### src/rtl/mult_display_pkg.sv
// Shared constants for the multiplexed 7-segment display path: segment codes,
// idle patterns, default digit dwell time and the digit-index-to-anode mapping.
package mult_display_pkg;

    localparam int DIGIT_CYCLES_DEFAULT = 416_666;

    // Active-low {g,f,e,d,c,b,a}
    localparam logic [6:0] SEG_0     = 7'b1000000;
    localparam logic [6:0] SEG_1     = 7'b1111001;
    localparam logic [6:0] SEG_2     = 7'b0100100;
    localparam logic [6:0] SEG_3     = 7'b0110000;
    localparam logic [6:0] SEG_4     = 7'b0011001;
    localparam logic [6:0] SEG_5     = 7'b0010010;
    localparam logic [6:0] SEG_6     = 7'b0000010;
    localparam logic [6:0] SEG_7     = 7'b1111000;
    localparam logic [6:0] SEG_8     = 7'b0000000;
    localparam logic [6:0] SEG_9     = 7'b0010000;
    localparam logic [6:0] SEG_BLANK = 7'b1111111;

    localparam logic [6:0] SEG_OFF = 7'b1111111;
    localparam logic [3:0] SEL_OFF = 4'b1111;

    typedef enum logic [1:0] {
        DIGIT_0 = 2'd0,
        DIGIT_1 = 2'd1,
        DIGIT_2 = 2'd2,
        DIGIT_3 = 2'd3
    } digit_e;

    // Exactly one active-low anode; bit 0 is the rightmost digit.
    function automatic logic [3:0] anode_sel(input digit_e idx);
        return ~(4'b0001 << idx);
    endfunction

endpackage

### src/rtl/mult_display_seg7_decoder.sv
// BCD digit to active-low 7-segment code; codes 10-15 and the blank flag
// both produce a dark digit.
module seg7_decoder
    import mult_display_pkg::*;
(
    input  logic [3:0] i_bcd,
    input  logic       i_blank,
    output logic [6:0] o_seg
);

    always_comb begin
        o_seg = SEG_BLANK;
        if (!i_blank) begin
            case (i_bcd)
                4'd0:    o_seg = SEG_0;
                4'd1:    o_seg = SEG_1;
                4'd2:    o_seg = SEG_2;
                4'd3:    o_seg = SEG_3;
                4'd4:    o_seg = SEG_4;
                4'd5:    o_seg = SEG_5;
                4'd6:    o_seg = SEG_6;
                4'd7:    o_seg = SEG_7;
                4'd8:    o_seg = SEG_8;
                4'd9:    o_seg = SEG_9;
                default: o_seg = SEG_BLANK;
            endcase
        end
    end

endmodule

### src/rtl/mult_display_top.sv
// Board-level display top: synchronizes the DIP operand, converts it to decimal
// and scans four common-anode digits. Define SIGNED_INPUT_EN for two's complement input.
module mult_display_top
    import mult_display_pkg::*;
#(
    parameter int DIGIT_CYCLES = DIGIT_CYCLES_DEFAULT
) (
    input  logic       clk,
    input  logic       rst,
    input  logic [3:0] dipswitch,
    output logic [6:0] segments,
    output logic [3:0] display_select,
    output logic       sign
);

    localparam int            CW       = $clog2(DIGIT_CYCLES);
    localparam logic [CW-1:0] CNT_LAST = CW'(DIGIT_CYCLES - 1);

    logic [3:0]    r_sync1;
    logic [3:0]    r_sync2;
    logic [CW-1:0] r_cnt;
    digit_e        r_idx;

    logic       w_neg;
    logic [3:0] w_mag;
    logic       w_tens;
    logic [3:0] w_ones;
    logic [3:0] w_bcd;
    logic       w_blank;
    logic [6:0] w_seg;

`ifdef SIGNED_INPUT_EN
    // Negating 1000 wraps back to 1000, which reads correctly as magnitude 8.
    assign w_neg = r_sync2[3];
    assign w_mag = w_neg ? (4'd0 - r_sync2) : r_sync2;
`else
    assign w_neg = 1'b0;
    assign w_mag = r_sync2;
`endif

    assign w_tens = (w_mag >= 4'd10);
    assign w_ones = w_tens ? (w_mag - 4'd10) : w_mag;

    always_comb begin
        w_bcd   = 4'd0;
        w_blank = 1'b1;
        case (r_idx)
            DIGIT_0: begin
                w_bcd   = w_ones;
                w_blank = 1'b0;
            end
            DIGIT_1: begin
                w_bcd   = {3'b000, w_tens};
                w_blank = !w_tens;
            end
            default: ;
        endcase
    end

    seg7_decoder u_dec (
        .i_bcd   (w_bcd),
        .i_blank (w_blank),
        .o_seg   (w_seg)
    );

    // Anodes and segments both register from the current index, so they
    // always switch together on the edge after the counter wraps.
    always_ff @(posedge clk or negedge rst) begin
        if (!rst) begin
            r_sync1        <= '0;
            r_sync2        <= '0;
            r_cnt          <= '0;
            r_idx          <= DIGIT_0;
            segments       <= SEG_OFF;
            display_select <= SEL_OFF;
            sign           <= 1'b0;
        end else begin
            r_sync1 <= dipswitch;
            r_sync2 <= r_sync1;
            if (r_cnt == CNT_LAST) begin
                r_cnt <= '0;
                r_idx <= digit_e'(r_idx + 2'd1);
            end else begin
                r_cnt <= r_cnt + CW'(1);
            end
            display_select <= anode_sel(r_idx);
            segments       <= w_seg;
            sign           <= w_neg;
        end
    end

endmodule

### config.mk
export PLATFORM = sky130hd
export DESIGN_NAME = mult_display_top
export DESIGN_NICKNAME = d
export VERILOG_FILES = /design/src/rtl/mult_display_pkg.sv /design/src/rtl/mult_display_seg7_decoder.sv /design/src/rtl/mult_display_top.sv
export SDC_FILE = /design/constraint.sdc
export NUM_CORES = 1
export LEC_CHECK = 0
export BUFFER_PORTS_ARGS = -buffer_cell sky130_fd_sc_hd__buf_4
export CORE_UTILIZATION = 47
export CTS_CLUSTER_DIAMETER = 100
export DETAILED_ROUTE_END_ITERATION = 10
export PLACE_DENSITY = 0.66
export SETUP_SLACK_MARGIN = 0.1
export SYNTH_ARGS = -nofsm -noshare
export SYNTH_HDL_FRONTEND = slang
export SYNTH_SLANG_ARGS = --single-unit
### constraint.sdc
create_clock -name clk -period 2.4 [get_ports clk]
set_input_delay 0.12 -clock clk [delete_from_list [all_inputs] [get_ports clk]]
set_output_delay 0.12 -clock clk [all_outputs]
set_load 0.02 [all_outputs]
==> results.ini <==
[power_and_ir_drop]
p_sw_mw = 0.296
switching_share_pct = 20.8
p_int_mw = 1.13
leakagePower_nw = 0.987
ir_worst_vdd_mv = 0.373
pwr-share-clk_pct = 40.9
p_comb_share_pct = 8.8
p_seq_share_pct = 50.3
p_per_area_mw_per_mm2 = 642

[synthesis]
synthCells = 167
netlist_top_cells_area = dfrtp_1, dfstp_2, ha_1
yosysUniqueCellTypes = 41
syn_area_per_cell_sq_um = 11.3
syn_nets = 185
synth_area_sq_mm = 0.00189
yosys_warnings = 0
async_flop_share_pct = 100
netlist.area_leader.share_pct = 38.4
ys_ff_latch = 40
synth_area_leader_cell = dfrtp_1
yosysSeqAreaShare_pct = 53.7
synth_edf_count = 0
synth_ff_type = dfrtp_1

[route]
dr.pass1.iters = 4
routed_via_density = 5.34
drc_errors = 0
drt.antenna.violating_nets = 0
routed_wl_um = 3010
wl_per_cell_um = 12.5
drt-initial-drc-count = 55
via_count = 1286

[global_routing]
antenna_found_initial = 0
grt_overflow = 0
grt_pass1_vias = 1230
grt_pass1_wl_um = 5430
grt_max_degree = 41
track_usage_pct = 16.9

[clock_tree]
clock_sinks = 40
cts_buffers = 5
cts_tree = done
path_clk_slew_ns = 0.08
cts_resized = 0
clock_latency_ns = 0.29
clock_path_buffers = 2
postCtsSetupBuffers = 0
h-tree-depth = 2
ctsHoldBuffers = 5
cts_root_buf = clkbuf_8

[critical_path]
cp-end-kind = flip-flop
critPathKind = flip-flop to flip-flop
critPathLaunchType = flip-flop
r2r-end = segments[6]
cp.arrival_ns = 2.20
worst_r2r_path_depth = 6
crit_fanout = 6
r2r_slack_ns = 0.38
crit_path_start = r_sync2[3]
required_ns = 2.58
rr_startpoint = r_sync2[3]

[final_layout]
layout-drive-gt1-share_pct = 22.3
fin_nets = 210
antenna_cells = 0
area_growth_pct = 17.5
fin_util_pct = 59.3
stdcell_area_sq_mm = 0.00222

[timing]
setup_viol = 0
max_freq_mhz = 496
hold_viol = 0
post-route-period-util_pct = 84.1
slew-limit-headroom_pct = 55.2
report.final.slew_viol_count = 0
worst_clock_skew_ns = 0.00763
setup_ws_ns = 0.382
fin_tns_setup_ns = 0
grt_setup_unrepaired = no
finalWorstPathRequiredPeriod_ns = 2.02
tightest_slew_ns = 0.664

[outcome]
run_status = complete, no violations

[placement]
dpl_worst_slack_ns = 0.411
port_buffers = 16
dpl-instance-area_sq_mm = 0.00204
globalplace.congestion = 0.845
dp_hpwl_um = 2190

[die]
pin_count = 18
num_rows = 22
die_area_sq_mm = 0.00427
start_util_pct = 50.4
die_y_um = 65.4
core-area_sq_mm = 0.00374
die_w_um = 65.4

[hold_path]
hp-class = input port to async pin

[job]
maxCapViolCount = 0

[layout by cell type (no fill, tap or decap), drive strengths merged, types with 2 or more instances in the layout]
| cell | instances |
|---|---|
| nand2 | 9 |
| xnor2 | 11 |
| and2 | 2 |
| buf | 17 |
| nor2 | 17 |
| and3 | 3 |
| ha | 12 |
| dfrtp | 29 |
| o21ai | 7 |
| nand3 | 8 |
| mux2i | 3 |
| a21o | 2 |
| xor2 | 5 |
| nor4 | 2 |
| dfstp | 11 |
| inv | 12 |
| nand4 | 5 |
| clkbuf | 7 |
| nor3 | 3 |
| mux2 | 3 |
| and4 | 2 |
| dlygate4sd3 | 5 |
[layer usage]
metal  global-route usage (%)  part of all wire [%]  vias to the layer above  wire length (um)
met4                     8.15                   1.9                        0                57
met1                     21.9                    47                      640              1410
met2                     26.7                    48                       28              1440
met3                     3.82                   3.7                        5               112
li1                         -                     -                      613                 -
met5                        0                     0                        -                 0
[logic make-up (layout without fill, tap and decap cells)]
group | Yosys count | after routing | share of synthesized area, %
buffers and inverters | 16 | 42 | 4.17
multiplexers | 6 | 6 | 3.58
flip-flops | 40 | 40 | 53.7
AO/OA/AOI/OAI | 19 | 19 | 6.83
other | 1 | 1 | 0.199
AND/OR/NAND/NOR | 57 | 57 | 16.1
XOR/XNOR | 16 | 16 | 7.42
adder cells (fa/ha/maj) | 12 | 12 | 7.95
[cell usage after synthesis (2+ instances only)]
cell     count
mux2i_1      3
xnor2_1     11
o21ai_0      7
nor2_1      17
xor2_1       5
nor3_1       3
dfrtp_1     29
buf_6        2
nand4_1      5
ha_1        12
nand2_1      9
nand3_1      8
inv_1       12
and3_1       3
and4_1       2
a21o_1       2
and2_1       2
dfstp_2     11
mux2_2       2
[worst max path at each step]
stage             endpoint  slack [ns]  cells past startpoint
2_1_floorplan    r_cnt[18]        0.65                      5
3_3_place_gp   segments[4]        0.48                      6
3_5_place_dp   segments[6]        0.41                      6
4_1_cts        segments[6]        0.39                      6
5_1_grt        segments[4]        0.23                      6
6_report       segments[6]        0.38                      6
[critical path, stage by stage, from the launching register on]
cell	delay (ns)
dfrtp_1	0.43
and3b_1	0.20
o21ai_0	0.55
inv_1	0.15
ha_1	0.25
o21ai_0	0.18
o2111ai_1	0.15
[power groups by stage]
stage | logic [mW] | registers (mW) | clock network, mW
2_1_floorplan | 0.0462 | 0.752 | 0
3_5_place_dp | 0.120 | 0.730 | 0
4_1_cts | 0.127 | 0.717 | 0.600
3_3_place_gp | 0.118 | 0.729 | 0
5_1_grt | 0.141 | 0.719 | 0.628
6_report | 0.125 | 0.717 | 0.583
[flip-flops by register name, summed over array words and instances, names as in the netlist]
signal and cells:
display_select 4, r_cnt 19, r_idx 2, r_sync1 4
r_sync2 4, segments 7
[through the flow]
| step | hold slack [ns] | instances | total power [mW] |
|---|---|---|---|
| finish | 0.327 | 241 | 1.42 |
| global route | 0.363 | 241 | 1.49 |
| CTS | 0.345 | 241 | 1.44 |
| detailed placement | 0.116 | 228 | 0.850 |
| global placement | 0.111 | 228 | 0.847 |
| floorplan | -0.176 | 167 | 0.798 |
[area by class of cell]
| type | instances | area [sq um] |
|---|---|---|
| Fill cell | 321 | 1530 |
| Sequential cell | 40 | 1010 |
| Multi-Input combinational cell | 111 | 795 |
| Timing Repair Buffer | 22 | 178 |
| Clock buffer | 7 | 96.3 |
| Tap cell | 48 | 60.1 |
| Inverter | 12 | 45.0 |
| Clock inverter | 1 | 30.0 |
Power figures use the tool's default switching activity.
